--- src/rtl/fg_waveform_gen.sv ---
// ============================================================================
//  Module   : fg_waveform_gen
//  Brief    : Three-stage function-generator datapath (shape, gain, offset/
//             saturate). Define FG_SINE_LUT_EN to build the quarter-wave sine.
//  Revision : 1.0 - initial release
// ============================================================================
`default_nettype none

module fg_waveform_gen #(
    parameter int PHASE_BITWIDTH = 10,
    parameter int OUT_BITWIDTH   = 8
) (
    input  logic                      clk_i,
    input  logic                      rstn_i,
    input  logic                      enable_i,
    input  logic [PHASE_BITWIDTH-1:0] phase_i,
    input  logic                      phaseValid_i,
    input  logic [2:0]                waveSel_i,
    input  logic [PHASE_BITWIDTH-1:0] dutyCycle_i,
    input  logic [OUT_BITWIDTH-1:0]   amplitude_i,
    input  logic [OUT_BITWIDTH-1:0]   offset_i,
    output logic [OUT_BITWIDTH-1:0]   sample_o,
    output logic                      sampleValid_o
);

    localparam int P = PHASE_BITWIDTH;
    localparam int N = OUT_BITWIDTH;

    localparam logic [N-1:0] c_full = '1;
    localparam logic [N-1:0] c_mid  = {1'b1, {(N-1){1'b0}}};

    logic [N-1:0]   w_raw;
    logic [N-1:0]   w_sine_raw;
    logic [N:0]     w_gain;
    logic [2*N-1:0] w_prod;
    logic [N-1:0]   w_scaled;
    logic [N+1:0]   w_off_ext;
    logic [N+1:0]   w_sum;
    logic [N-1:0]   w_sat;

    logic           r_s1_valid;
    logic [N-1:0]   r_s1_raw;
    logic           r_s2_valid;
    logic [N-1:0]   r_s2_scaled;
    logic           r_out_valid;
    logic [N-1:0]   r_sample;

`ifdef FG_SINE_LUT_EN
    // round(127*sin((i+0.5)*pi/128)); first quadrant only
    function automatic logic [6:0] f_sine_lut(input logic [5:0] idx);
        logic [6:0] v;
        case (idx)
            6'd0:  v = 7'd2;    6'd1:  v = 7'd5;    6'd2:  v = 7'd8;    6'd3:  v = 7'd11;
            6'd4:  v = 7'd14;   6'd5:  v = 7'd17;   6'd6:  v = 7'd20;   6'd7:  v = 7'd23;
            6'd8:  v = 7'd26;   6'd9:  v = 7'd29;   6'd10: v = 7'd32;   6'd11: v = 7'd35;
            6'd12: v = 7'd38;   6'd13: v = 7'd41;   6'd14: v = 7'd44;   6'd15: v = 7'd47;
            6'd16: v = 7'd50;   6'd17: v = 7'd53;   6'd18: v = 7'd56;   6'd19: v = 7'd58;
            6'd20: v = 7'd61;   6'd21: v = 7'd64;   6'd22: v = 7'd67;   6'd23: v = 7'd69;
            6'd24: v = 7'd72;   6'd25: v = 7'd74;   6'd26: v = 7'd77;   6'd27: v = 7'd79;
            6'd28: v = 7'd82;   6'd29: v = 7'd84;   6'd30: v = 7'd86;   6'd31: v = 7'd89;
            6'd32: v = 7'd91;   6'd33: v = 7'd93;   6'd34: v = 7'd95;   6'd35: v = 7'd97;
            6'd36: v = 7'd99;   6'd37: v = 7'd101;  6'd38: v = 7'd103;  6'd39: v = 7'd105;
            6'd40: v = 7'd106;  6'd41: v = 7'd108;  6'd42: v = 7'd110;  6'd43: v = 7'd111;
            6'd44: v = 7'd113;  6'd45: v = 7'd114;  6'd46: v = 7'd115;  6'd47: v = 7'd117;
            6'd48: v = 7'd118;  6'd49: v = 7'd119;  6'd50: v = 7'd120;  6'd51: v = 7'd121;
            6'd52: v = 7'd122;  6'd53: v = 7'd123;  6'd54: v = 7'd124;  6'd55: v = 7'd124;
            6'd56: v = 7'd125;  6'd57: v = 7'd125;  6'd58: v = 7'd126;  6'd59: v = 7'd126;
            default: v = 7'd127;
        endcase
        return v;
    endfunction

    logic [1:0] w_quad;
    logic [5:0] w_idx;
    logic [6:0] w_mag;
    logic [7:0] w_sine8;

    // Odd quadrants walk the table backwards: 63-idx is the bitwise inverse
    assign w_quad     = phase_i[P-1 -: 2];
    assign w_idx      = w_quad[0] ? ~phase_i[P-3 -: 6] : phase_i[P-3 -: 6];
    assign w_mag      = f_sine_lut(w_idx);
    assign w_sine8    = w_quad[1] ? (8'd128 - {1'b0, w_mag}) : (8'd128 + {1'b0, w_mag});
    assign w_sine_raw = OUT_BITWIDTH'(w_sine8) << (N - 8);
`else
    assign w_sine_raw = c_mid;
`endif

    always_comb begin
        w_raw = '0;
        case (waveSel_i)
            3'd0:    w_raw = (phase_i < dutyCycle_i) ? c_full : '0;
            3'd1:    w_raw = phase_i[P-1 -: N];
            3'd2:    w_raw = phase_i[P-1] ? ~phase_i[P-2 -: N] : phase_i[P-2 -: N];
            3'd3:    w_raw = w_sine_raw;
            default: w_raw = c_full;
        endcase
    end

    // Product cannot exceed 2N bits since (2^N-1)*2^N < 2^(2N)
    assign w_gain   = {1'b0, amplitude_i} + {{N{1'b0}}, 1'b1};
    assign w_prod   = {{N{1'b0}}, r_s1_raw} * {{(N-1){1'b0}}, w_gain};
    assign w_scaled = OUT_BITWIDTH'(w_prod >> N);

    assign w_off_ext = {{2{offset_i[N-1]}}, offset_i};
    assign w_sum     = {2'b00, r_s2_scaled} + w_off_ext;

    always_comb begin
        w_sat = w_sum[N-1:0];
        if (w_sum[N+1]) begin
            w_sat = '0;
        end else if (w_sum[N]) begin
            w_sat = c_full;
        end
    end

    always_ff @(posedge clk_i or negedge rstn_i) begin
        if (!rstn_i) begin
            r_s1_valid  <= 1'b0;
            r_s1_raw    <= '0;
            r_s2_valid  <= 1'b0;
            r_s2_scaled <= '0;
            r_out_valid <= 1'b0;
            r_sample    <= '0;
        end else if (!enable_i) begin
            r_s1_valid  <= 1'b0;
            r_s2_valid  <= 1'b0;
            r_out_valid <= 1'b0;
            r_sample    <= '0;
        end else begin
            r_s1_valid  <= phaseValid_i;
            r_s2_valid  <= r_s1_valid;
            r_out_valid <= r_s2_valid;
            if (phaseValid_i) begin
                r_s1_raw <= w_raw;
            end
            if (r_s1_valid) begin
                r_s2_scaled <= w_scaled;
            end
            if (r_s2_valid) begin
                r_sample <= w_sat;
            end
        end
    end

    assign sample_o      = r_sample;
    assign sampleValid_o = r_out_valid;

endmodule

`default_nettype wire

--- config.mk ---
export PLATFORM = sky130hd
export DESIGN_NAME = fg_waveform_gen
export DESIGN_NICKNAME = d
export VERILOG_FILES = /design/src/rtl/fg_waveform_gen.sv
export SDC_FILE = /design/constraint.sdc
export NUM_CORES = 1
export LEC_CHECK = 0
export ABC_AREA = 1
export BUFFER_PORTS_ARGS = -buffer_cell sky130_fd_sc_hd__clkbuf_2
export CELL_PAD_IN_SITES_DETAIL_PLACEMENT = 0
export CELL_PAD_IN_SITES_GLOBAL_PLACEMENT = 1
export CORE_MARGIN = 2
export CORE_UTILIZATION = 45
export DETAILED_ROUTE_END_ITERATION = 8
export PLACE_DENSITY = 0.92
export SLEW_MARGIN = 15
export SYNTH_ARGS = -nofsm -noshare
export SYNTH_HDL_FRONTEND = slang
export SYNTH_SLANG_ARGS = --single-unit
--- constraint.sdc ---
create_clock -name clk_i -period 7.02 [get_ports clk_i]
set_input_delay 0.702 -clock clk_i [delete_from_list [all_inputs] [get_ports clk_i]]
set_output_delay 0.702 -clock clk_i [all_outputs]
set_load 0.01 [all_outputs]
==> run_results.csv <==
group,metric,value,unit
critical_path,crit_required,7200,ps
place,place.detailed.hpwl,8310,µm
power_and_ir_drop,peakVddDrop,0.000196,V
power_and_ir_drop,pwr-share-seq,11.4,%
clock_tree,cts_resized,0,
floorplan,top_level_ports,52,
critical_path,reg2reg_to,"r_s2_scaled[6]$_DFFE_PN0P_",
place,dpl_cells,773,
cells_and_area,final.fill_count,978,
synth,synth_top_cell_area_share,19.4,%
sta,min_period,5020,ps
cells_and_area,post_route_cells_drive_above_1_share,10.5,%
place,place_congestion,0.865,
clock_tree,ctsRootBufferMaster,"sky130_fd_sc_hd__clkbuf_8",
synth,synthesis.yosys.warnings,0,
floorplan,initial_utilization,45.9,%
sta,final_worst_path_period_share,71.6,%
drt,drt_first_pass_iters,4,
drt,wl_per_cell,12.2,µm
clock_tree,cts_hold_repair.buffers,0,
sta,clock_skew,11.7,ps
synth,netlist_top_cells_area,"sky130_fd_sc_hd__fa_1 (19%), sky130_fd_sc_hd__dfrtp_1 (16%), sky130_fd_sc_hd__ha_1 (15%)",
synth,netlist_instances,612,
drt,wl,9470,µm
sta,finalHoldViolCount,0,
grt,global_route.usage.met3,2.15,%
power_and_ir_drop,power.share.clock,4.9,%
floorplan,die_width,101,µm
synth,ys_ff_latch,27,
clock_tree,postCtsSetupRepairBufs,0,
sta,timing.setup.tns,0,ps
critical_path,internal_reg_to_reg_setup_slack,2830,ps
clock_tree,clkTransAtPathRegs,100,ps
clock_tree,cts.sinks,27,
synth,synth_most_common_cell,"sky130_fd_sc_hd__nand2_1",
clock_tree,clock_tree_from_tritoncts,"yes",
floorplan,core-area,9200,µm²
synth,netlist_area,4230,µm²
critical_path,worstSetupStartpointType,"primary input",
critical_path,crit_fanout,8,
cells_and_area,post_layout_nonfiller_instances,777,
power_and_ir_drop,netSwitchingFraction,56.3,%
run_status,status,"complete, no violations",
power_and_ir_drop,power-per-cell-area,408,nW/µm²
floorplan,core.rowCount,35,
place,place.port_buffers,51,
power_and_ir_drop,leakage,2.72,nW
critical_path,path_class,"primary input to flop",
drt,detailedRoute.firstIterationViolations,150,
drt,detailroute.via_count,3869,
synth,ys_async_sr_fraction,100,%
sta,setup_viol,0,
grt,globalRoute.busiestLayer,"met2",
grt,groute.layer.met1.usage,26.0,%
drt,detail_route.drc_violations,0,
critical_path,worst_reg2reg_startpoint,"r_s1_raw[7]$_DFFE_PN0P_",
power_and_ir_drop,power.internal,0.000832,W
drt,detail_route.vias_per_cell,4.98,
cells_and_area,nets,802,
clock_tree,clock_insertion_delay_worst_skew,280,ps
power_and_ir_drop,fin_total_pwr,0.00190,W
sta,worst_slew_pin_tran,723,ps
synth,synth-edff-count,0,
grt,globalRouteMet2Util,37.0,%
synth,synth-seq-area-share,16.0,%
grt,global_route.overflow_total,0,
floorplan,dieArea,10200,µm²
critical_path,cp_data_arrival_time,5210,ps
synth,synth-main-ff-cell,"sky130_fd_sc_hd__dfrtp_1",
drt,ant_nets,0,
sta,fin_worst_setup_slack,2000,ps
sta,rsz0062_at_grt,"no",
grt,first_global_vias,3910,
sta,slew_violations,0,
sta,fmax,199,MHz
power_and_ir_drop,power.share.combinational,83.7,%
synth,synth.largest_area_cell,"sky130_fd_sc_hd__fa_1",
critical_path,worst-r2r-cell-count,15,
synth,synthTopCellsByCount,"sky130_fd_sc_hd__nand2_1 (151), sky130_fd_sc_hd__inv_1 (115), sky130_fd_sc_hd__nor2_1 (96)",
min_path,worst_min_delay_path_class,"primary input to async pin",
critical_path,end_kind,"flop",
critical_path,origin_of_the_worst_setup_path,"amplitude_i[0]",
clock_tree,cts.htree.levels,1,
grt,grt_max_degree,28,
synth,yosys.cell_types.count,28,
cells_and_area,finish.utilization,50.7,%
grt,track_usage,20.3,%
synth,postSynthNetCount,747,
cells_and_area,syn2layout_area_growth,10.4,%
clock_tree,cts_made_buffers,3,
place,pre_cts_ws,1710,ps
sta,max-slew-margin-rel,51.8,%
cells_and_area,antennaDiodeCount,0,
grt,grt_antenna_before_repair,0,
power_and_ir_drop,power.switching,0.00107,W
grt,grt_pass1_wl,17000,µm
floorplan,floorplan.die.height,101,µm
job,maxCapViolCount,0,
clock_tree,cts-root-to-sink-buffers,2,
synth,syn-mean-instance-area,6.90,µm²
logic make-up after synthesis:
| logic type | after synthesis | synth area share (%) |
|---|---|---|
| xor+xnor | 9 | 2.04 |
| compound gates | 61 | 7.73 |
| buf+inv | 121 | 10.8 |
| flops | 27 | 16.0 |
| fa+ha+maj | 92 | 34.5 |
| simple gates | 302 | 28.9 |
how the worst max path moves through the flow:
stage | to | slack, ps | depth (start not counted)
3_3_place_gp | r_s2_scaled[6]$_DFFE_PN0P_ | 1840 | 21
3_5_place_dp | r_s2_scaled[6]$_DFFE_PN0P_ | 1710 | 20
2_1_floorplan | r_s2_scaled[6]$_DFFE_PN0P_ | 2270 | 19
5_1_grt | r_s2_scaled[6]$_DFFE_PN0P_ | 1560 | 21
4_1_cts | r_s2_scaled[6]$_DFFE_PN0P_ | 2020 | 20
6_report | r_s2_scaled[6]$_DFFE_PN0P_ | 2000 | 20
cells in the final DEF, fill, tap and decap left out:
cell                         instances
sky130_fd_sc_hd__xor2_1              5
sky130_fd_sc_hd__o21ai_0            16
sky130_fd_sc_hd__a211oi_1            2
sky130_fd_sc_hd__o21a_1              1
sky130_fd_sc_hd__nand3b_1            1
sky130_fd_sc_hd__nor2_2              4
sky130_fd_sc_hd__fa_1               41
sky130_fd_sc_hd__o21ai_2             1
sky130_fd_sc_hd__clkinvlp_4          1
sky130_fd_sc_hd__dfrtp_1            27
sky130_fd_sc_hd__clkbuf_8            3
sky130_fd_sc_hd__nand4_1             3
sky130_fd_sc_hd__or2_2               1
sky130_fd_sc_hd__nor3_1             10
sky130_fd_sc_hd__clkinv_1            1
sky130_fd_sc_hd__a21o_1              2
sky130_fd_sc_hd__nor2_1             96
sky130_fd_sc_hd__clkbuf_2           51
sky130_fd_sc_hd__nand3_1            30
sky130_fd_sc_hd__ha_1               51
sky130_fd_sc_hd__xnor2_1             3
sky130_fd_sc_hd__nand2_2             4
sky130_fd_sc_hd__o21ai_1             1
sky130_fd_sc_hd__a21oi_1            36
sky130_fd_sc_hd__nor4_1              2
sky130_fd_sc_hd__inv_1             115
sky130_fd_sc_hd__o21bai_1            2
sky130_fd_sc_hd__nand2_1           151
sky130_fd_sc_hd__inv_2               4
sky130_fd_sc_hd__xor2_2              1
layer usage:
metal	wire length (µm)	share of wire (%)
met3	268	2.8
met2	4690	50
met5	0	0
met1	4390	46
met4	116	1.2
cell type report:
cell class	count	area, µm²	share of cell area (%)
Timing Repair Buffer	51	255	5.47
Inverter	120	450	9.66
Multi-Input combinational cell	464	3090	66.4
Clock buffer	3	41.3	0.885
Clock inverter	1	7.51	0.161
Tap cell	111	139	2.98
Sequential cell	27	676	14.5
metrics by stage:
step / instance area (µm²) / hold WS [ps]
after floorplan: 4230 / 406
after global placement: 4610 / 467
after detailed placement: 4610 / 473
after CTS: 4660 / 467
after global routing: 4660 / 489
final: 4660 / 449
power groups by stage:
stage	Combinational (W)	Clock (W)	Sequential [W]
2_1_floorplan	0.00124	0	0.000213
3_3_place_gp	0.00155	0	0.000219
3_5_place_dp	0.00159	0	0.000221
4_1_cts	0.00159	0.0000968	0.000218
5_1_grt	0.00187	0.000103	0.000223
6_report	0.00159	0.0000933	0.000217
registers in the layout (all words and copies together), names as in the netlist:
signal,count
sampleValid_o,1
r_s2_scaled,8
r_s1_raw,8
r_s1_valid,1
r_s2_valid,1
sample_o,8
critical path: stages:
cell                       delay, ps
sky130_fd_sc_hd__clkbuf_2        160
sky130_fd_sc_hd__ha_1            200
sky130_fd_sc_hd__nand2_1          80
sky130_fd_sc_hd__nor3_1          210
sky130_fd_sc_hd__xor2_1          260
sky130_fd_sc_hd__inv_1           180
sky130_fd_sc_hd__nor2_1          160
sky130_fd_sc_hd__fa_1            450
sky130_fd_sc_hd__fa_1            480
sky130_fd_sc_hd__fa_1            550
sky130_fd_sc_hd__inv_1            60
sky130_fd_sc_hd__fa_1            530
sky130_fd_sc_hd__inv_1            40
sky130_fd_sc_hd__ha_1            360
sky130_fd_sc_hd__a21oi_1         200
sky130_fd_sc_hd__o21ai_0         150
sky130_fd_sc_hd__a21oi_1         190
sky130_fd_sc_hd__nand3_1          90
sky130_fd_sc_hd__nand3_1          80
sky130_fd_sc_hd__nand2_1          50
(Power assumes the default switching activity.)
